$ cat src/rtl/caixa_embalagem_if.sv
// Bottle/crate handshake bundle between the sealing stage and the crate loading station.
// master = upstream/stimulus side, slave = the loading station.
interface caixa_embalagem_if;
   logic       garrafa_lacrada;
   logic       caixa_presente;
   logic       aceita_garrafa;
   logic       motor_caixa;
   logic       atuador_fecha;
   logic       inc_duzia;
   logic [3:0] contagem_garrafas;
   logic [7:0] total_caixas;
   logic       garrafa_perdida;
   logic       alarme_caixa;
   logic [2:0] estado;

   modport master (
      output garrafa_lacrada, caixa_presente,
      input  aceita_garrafa, motor_caixa, atuador_fecha, inc_duzia,
             contagem_garrafas, total_caixas, garrafa_perdida, alarme_caixa, estado
   );

   modport slave (
      input  garrafa_lacrada, caixa_presente,
      output aceita_garrafa, motor_caixa, atuador_fecha, inc_duzia,
             contagem_garrafas, total_caixas, garrafa_perdida, alarme_caixa, estado
   );
endinterface

$ cat src/rtl/caixa_embalagem.sv
// Crate loading station: fetches a crate, fills it with sealed bottles, closes it and dispatches it.
// Optional macro CAIXA_TIMEOUT_EN adds a dispatch-wait watchdog that raises alarme_caixa.
module caixa_embalagem #(
   parameter int GARRAFAS_POR_CAIXA = 12,
   parameter int FECHA_CICLOS       = 4,
   parameter int TIMEOUT_CICLOS     = 50
) (
   input logic               clk,
   input logic               reset,
   caixa_embalagem_if.slave  bus
);

   localparam int FW = (FECHA_CICLOS > 1) ? $clog2(FECHA_CICLOS) : 1;
   localparam logic [3:0]    CHEIA      = 4'(GARRAFAS_POR_CAIXA);
   localparam logic [FW-1:0] FECHA_ULT  = FW'(FECHA_CICLOS - 1);

   if (GARRAFAS_POR_CAIXA < 1 || GARRAFAS_POR_CAIXA > 15 || FECHA_CICLOS < 1 || TIMEOUT_CICLOS < 1)
   begin : g_param_invalid
      $error("caixa_embalagem: parameter out of range");
   end

   typedef enum logic [2:0] {
      S_BUSCA  = 3'b000,
      S_ENCHE  = 3'b001,
      S_FECHA  = 3'b010,
      S_EXPEDE = 3'b011
   } estado_t;

   estado_t       state, state_nx;
   logic [3:0]    contagem, contagem_nx;
   logic [7:0]    total, total_nx;
   logic          perdida, perdida_nx;
   logic          alarme, alarme_nx;
   logic [FW-1:0] fecha_cnt, fecha_cnt_nx;
   logic          aceita, motor, atuador, inc;

`ifdef CAIXA_TIMEOUT_EN
   localparam int TW = $clog2(TIMEOUT_CICLOS + 1);
   localparam logic [TW-1:0] ESPERA_ULT = TW'(TIMEOUT_CICLOS - 1);
   logic [TW-1:0] espera, espera_nx;
`endif

   always_ff @(posedge clk) begin
      if (!reset) begin
         state     <= S_BUSCA;
         contagem  <= '0;
         total     <= '0;
         perdida   <= 1'b0;
         alarme    <= 1'b0;
         fecha_cnt <= '0;
`ifdef CAIXA_TIMEOUT_EN
         espera    <= '0;
`endif
      end else begin
         state     <= state_nx;
         contagem  <= contagem_nx;
         total     <= total_nx;
         perdida   <= perdida_nx;
         alarme    <= alarme_nx;
         fecha_cnt <= fecha_cnt_nx;
`ifdef CAIXA_TIMEOUT_EN
         espera    <= espera_nx;
`endif
      end
   end

   // Outputs are gated with reset so nothing is driven while the station is held in reset.
   always_comb begin
      state_nx     = state;
      contagem_nx  = contagem;
      total_nx     = total;
      perdida_nx   = perdida;
      alarme_nx    = alarme;
      fecha_cnt_nx = fecha_cnt;
      aceita       = 1'b0;
      motor        = 1'b0;
      atuador      = 1'b0;
      inc          = 1'b0;
`ifdef CAIXA_TIMEOUT_EN
      espera_nx    = '0;
`endif

      case (state)
         S_BUSCA: begin
            motor = reset;
            if (bus.caixa_presente) state_nx = S_ENCHE;
         end
         S_ENCHE: begin
            aceita = reset;
            if (!bus.caixa_presente) begin
               // Crate lost: a bottle taken this cycle leaves with the crate.
               state_nx    = S_BUSCA;
               contagem_nx = '0;
               alarme_nx   = 1'b1;
            end else if (bus.garrafa_lacrada) begin
               contagem_nx = contagem + 4'd1;
               if (contagem_nx == CHEIA) begin
                  state_nx     = S_FECHA;
                  fecha_cnt_nx = '0;
               end
            end
         end
         S_FECHA: begin
            atuador = reset;
            inc     = reset && (fecha_cnt == '0);
            if (fecha_cnt == FECHA_ULT) state_nx = S_EXPEDE;
            else                        fecha_cnt_nx = fecha_cnt + 1'b1;
         end
         S_EXPEDE: begin
            motor = reset;
            if (!bus.caixa_presente) begin
               state_nx    = S_BUSCA;
               total_nx    = total + 8'd1;
               contagem_nx = '0;
            end
`ifdef CAIXA_TIMEOUT_EN
            else if (espera == ESPERA_ULT) begin
               espera_nx = espera;
               alarme_nx = 1'b1;
            end else begin
               espera_nx = espera + 1'b1;
            end
`endif
         end
         default: state_nx = S_BUSCA;
      endcase

      if (bus.garrafa_lacrada && !aceita) perdida_nx = 1'b1;
   end

   assign bus.aceita_garrafa    = aceita;
   assign bus.motor_caixa       = motor;
   assign bus.atuador_fecha     = atuador;
   assign bus.inc_duzia         = inc;
   assign bus.contagem_garrafas = contagem;
   assign bus.total_caixas      = total;
   assign bus.garrafa_perdida   = perdida;
   assign bus.alarme_caixa      = alarme;
   assign bus.estado            = state;

endmodule

$ cat src/flat_wrapper.sv
// flat-port wrapper written by rule: the top's interface ports become plain ports
module caixa_embalagem_flat 
#(
   parameter int GARRAFAS_POR_CAIXA = 12,
   parameter int FECHA_CICLOS       = 4,
   parameter int TIMEOUT_CICLOS     = 50
)
  (clk, reset, bus_garrafa_lacrada, bus_caixa_presente, bus_aceita_garrafa, bus_motor_caixa, bus_atuador_fecha, bus_inc_duzia, bus_contagem_garrafas, bus_total_caixas, bus_garrafa_perdida, bus_alarme_caixa, bus_estado);
  caixa_embalagem_if bus_i ();
  input logic clk;
  input logic reset;
  input wire logic [$bits(bus_i.garrafa_lacrada)-1:0] bus_garrafa_lacrada;
  input wire logic [$bits(bus_i.caixa_presente)-1:0] bus_caixa_presente;
  output wire logic [$bits(bus_i.aceita_garrafa)-1:0] bus_aceita_garrafa;
  output wire logic [$bits(bus_i.motor_caixa)-1:0] bus_motor_caixa;
  output wire logic [$bits(bus_i.atuador_fecha)-1:0] bus_atuador_fecha;
  output wire logic [$bits(bus_i.inc_duzia)-1:0] bus_inc_duzia;
  output wire logic [$bits(bus_i.contagem_garrafas)-1:0] bus_contagem_garrafas;
  output wire logic [$bits(bus_i.total_caixas)-1:0] bus_total_caixas;
  output wire logic [$bits(bus_i.garrafa_perdida)-1:0] bus_garrafa_perdida;
  output wire logic [$bits(bus_i.alarme_caixa)-1:0] bus_alarme_caixa;
  output wire logic [$bits(bus_i.estado)-1:0] bus_estado;
  assign bus_i.garrafa_lacrada = bus_garrafa_lacrada;
  assign bus_i.caixa_presente = bus_caixa_presente;
  assign bus_aceita_garrafa = bus_i.aceita_garrafa;
  assign bus_motor_caixa = bus_i.motor_caixa;
  assign bus_atuador_fecha = bus_i.atuador_fecha;
  assign bus_inc_duzia = bus_i.inc_duzia;
  assign bus_contagem_garrafas = bus_i.contagem_garrafas;
  assign bus_total_caixas = bus_i.total_caixas;
  assign bus_garrafa_perdida = bus_i.garrafa_perdida;
  assign bus_alarme_caixa = bus_i.alarme_caixa;
  assign bus_estado = bus_i.estado;
  caixa_embalagem #(.GARRAFAS_POR_CAIXA(GARRAFAS_POR_CAIXA), .FECHA_CICLOS(FECHA_CICLOS), .TIMEOUT_CICLOS(TIMEOUT_CICLOS)) u_core (.clk(clk), .reset(reset), .bus(bus_i));
endmodule
$ cat config.mk
export PLATFORM = sky130hd
export DESIGN_NAME = caixa_embalagem_flat
export DESIGN_NICKNAME = d
export VERILOG_FILES = /design/src/rtl/caixa_embalagem_if.sv /design/src/rtl/caixa_embalagem.sv /design/src/flat_wrapper.sv
export SDC_FILE = /design/constraint.sdc
export NUM_CORES = 1
export LEC_CHECK = 0
export ABC_CLOCK_PERIOD_IN_PS = 1600
export BUFFER_PORTS_ARGS = -buffer_cell sky130_fd_sc_hd__buf_2
export CAP_MARGIN = 20
export CORE_MARGIN = 2
export CORE_UTILIZATION = 46
export CTS_CLUSTER_SIZE = 12
export DETAILED_ROUTE_END_ITERATION = 7
export PLACE_DENSITY = 0.77
export SLEW_MARGIN = 10
export SYNTH_ARGS = -nofsm -noshare
export SYNTH_HDL_FRONTEND = slang
export SYNTH_SLANG_ARGS = --single-unit
$ cat constraint.sdc
create_clock -name clk -period 1.6 [get_ports clk]
set_input_delay 0.32 -clock clk [delete_from_list [all_inputs] [get_ports clk]]
set_output_delay 0.32 -clock clk [all_outputs]
set_load 0.02 [all_outputs]
==> impl_metrics.toml <==
[power_and_ir_drop]
irDropWorstVdd_v = 0.000557
powerDensity_nw_per_um2 = 661
totalPowerFinal_mw = 0.940
p_leak_nw = 0.621

[sta]
setup-tns-final_ns = 0
finalCriticalPeriod_ns = 1.59
hold_slack_ns = 0.333
slew_violations = 0
fin_crit_sh = 0.992
setup_viol = 0
finClkSkew_ns = 0.00304
rsz0062_at_grt = "yes"
hold_violations = 0
fmax_mhz = 630

[logic_synthesis]
synth_area_per_cell_sq_um = 8.30
syn_inst = 124
syn_nets = 137
syn-cell-area_sq_um = 1030
yosysWarnings = 0
synth_ff_type = "dfxtp_1"
async_reset_ff_frac = 0
ys_seq_area_frac = 0.350
synth_edf_count = 0
synth_seq_cells = 18
ys_types = 34

[cts]
clk_pin_slew_ns = 0.11
ctsHoldBuffers = 0
htree_levels = 1
ctsRootBufferMaster = "clkbuf_4"
cts_made_buffers = 3
cts_buffer_depth = 2
cts_sinks = 18
clk_latency_ns = 0.30
tritoncts = "built"

[setup_path]
cp.arrival_ns = 1.78
cp_max_fo = 4
cp.required_ns = 1.79
cp-end-kind = "flop"
startpoint_type = "flop"
crit_type = "flop to flop"
crit_start = "u_core.bus.contagem_garrafas[0]$_SDFFE_PN0P_"
r2r_start = "u_core.bus.contagem_garrafas[0]$_SDFFE_PN0P_"

[die]
row_count = 17
ioPinCount = 25
coreArea_sq_um = 2170
die_h_microns = 51.3
dieArea_sq_um = 2630
start_util = 0.475
die_width_microns = 51.3

[global_route]
grt_usage = 0.196
grt_max_degree = 15
grt_pass1_wl_mm = 3.97
grt-ovfl-total = 0
first_global_vias = 900
antenna_found_initial = 0

[finish]
drive_gt1_frac = 0.400
design_area_sq_um = 1420
final_nets = 174
finalNonFillerCells = 188
antennaDiodeCount = 0
syn_to_final_growth_pct = 38.2

[placement]
dp_cells = 176
gp_congestion = 0.881
dpl_cell_area_sq_um = 1210
dp_hpwl_mm = 1.69
port_buffers = 23

[route]
drc = 0
drt-initial-drc-count = 28
vias = 1008
ant_nets = 0
wl_per_cell_microns = 13.1
wl_mm = 2.47
first_pass_iters = 4
post_drt_via_cell_ratio = 5.36

[worst_hold_path]
min_from = "reset"
min_path_type = "input port to flop"

[outcome]
status = "completed"

[run]
cap_violations = 0
[Yosys cell counts, types with 3 or more instances]
cell / n / share of area
nor2_1: 18 / 0.066
a21oi_1: 6 / 0.029
xnor2_1: 3 / 0.026
inv_1: 9 / 0.033
nand2_1: 10 / 0.036
xor2_1: 6 / 0.051
nand3_1: 6 / 0.029
dfxtp_1: 18 / 0.35
nand4_1: 5 / 0.030
o21ai_0: 5 / 0.024
ha_1: 9 / 0.11
[state kept, by name (all words and copies together) (netlist names)]
signal,flops
u_core.fecha_cnt,2
u_core.bus.total_caixas,8
u_core.bus.contagem_garrafas,4
u_core.bus.alarme_caixa,1
u_core.bus.garrafa_perdida,1
u_core.bus.estado,2
[power breakdown]
group          total [mW]  switching [mW]  internal, mW
Sequential          0.469          0.0139         0.455
Clock               0.290           0.151         0.139
Combinational       0.181           0.103        0.0779
[cell families after synthesis]
group	Yosys count	synth area share
mux	2	0.0194
compound gates	20	0.142
simple gates	51	0.244
fa+ha+maj	9	0.109
other cells	1	0.00364
flops	18	0.350
xor+xnor	9	0.0766
buf+inv	14	0.0547
[placed cells by master, fill, tap and decap left out, types with 2 or more instances in the layout]
master and n:
nor2_1 16, nor2_2 2, dfxtp_1 12, xor2_1 6, buf_6 2, xnor2_1 3, inv_4 2, a21oi_1 6
inv_1 5, nand2_1 9, dfxtp_4 4, nand3_1 6, o2111ai_1 2, buf_4 15, o21ai_0 4, ha_1 5
nor3_1 2, clkbuf_4 3, nand4_1 5, inv_2 2, buf_2 19, mux2i_1 2, dfxtp_2 2, ha_4 4
[critical path, cell delays in order (launching register included)]
cell       delay (ns)
dfxtp_4          0.39
buf_4            0.12
nand3_2          0.08
xor2_1           0.17
or3_4            0.37
a2111oi_4        0.29
a211oi_1         0.07
[what timing repair did]
item | 4_1_cts | 5_1_grt
endpoints found under the setup margin | 6 | 10
buffers inserted | 7 | 2
pin swaps | 3 | 4
resized for setup | 21 | 13
[layer usage]
layer,GRT usage,share of wire,up-vias
met5,0,0,-
met4,0.0702,0.0085,0
met3,0.0292,0.069,2
met2,0.329,0.48,43
met1,0.255,0.44,460
li1,-,-,503
[path summary, 6_finish.rpt]
kind                                                                      to  slack (ns)  cells after the start
worst max-delay path                       u_core.bus.estado[0]$_SDFFE_PN0P_        0.01                      6
worst min-delay path            u_core.bus.contagem_garrafas[3]$_SDFFE_PN0P_        0.33                      3
worst max register to register             u_core.bus.estado[0]$_SDFFE_PN0P_        0.01                      6
worst min register to register  u_core.bus.contagem_garrafas[3]$_SDFFE_PN0P_        0.50                      1
[area by class of cell]
| cell class | instances | area, sq um |
|---|---|---|
| fill | 181 | 747 |
| multi-input combinational | 92 | 701 |
| sequential | 18 | 378 |
| timing repair buffer | 36 | 230 |
| inverter | 10 | 42.5 |
| clock buffer | 4 | 36.3 |
| tap | 28 | 35.0 |
[through the flow]
step	utilization	setup slack [ns]
2_1_floorplan	-	0.00564
3_3_place_gp	0.557	0.0426
3_5_place_dp	0.557	-0.0822
4_1_cts	0.634	-0.0117
5_1_grt	0.656	-0.0487
6_report	0.656	0.0134
Note: power is estimated with default switching activity, not from simulation.
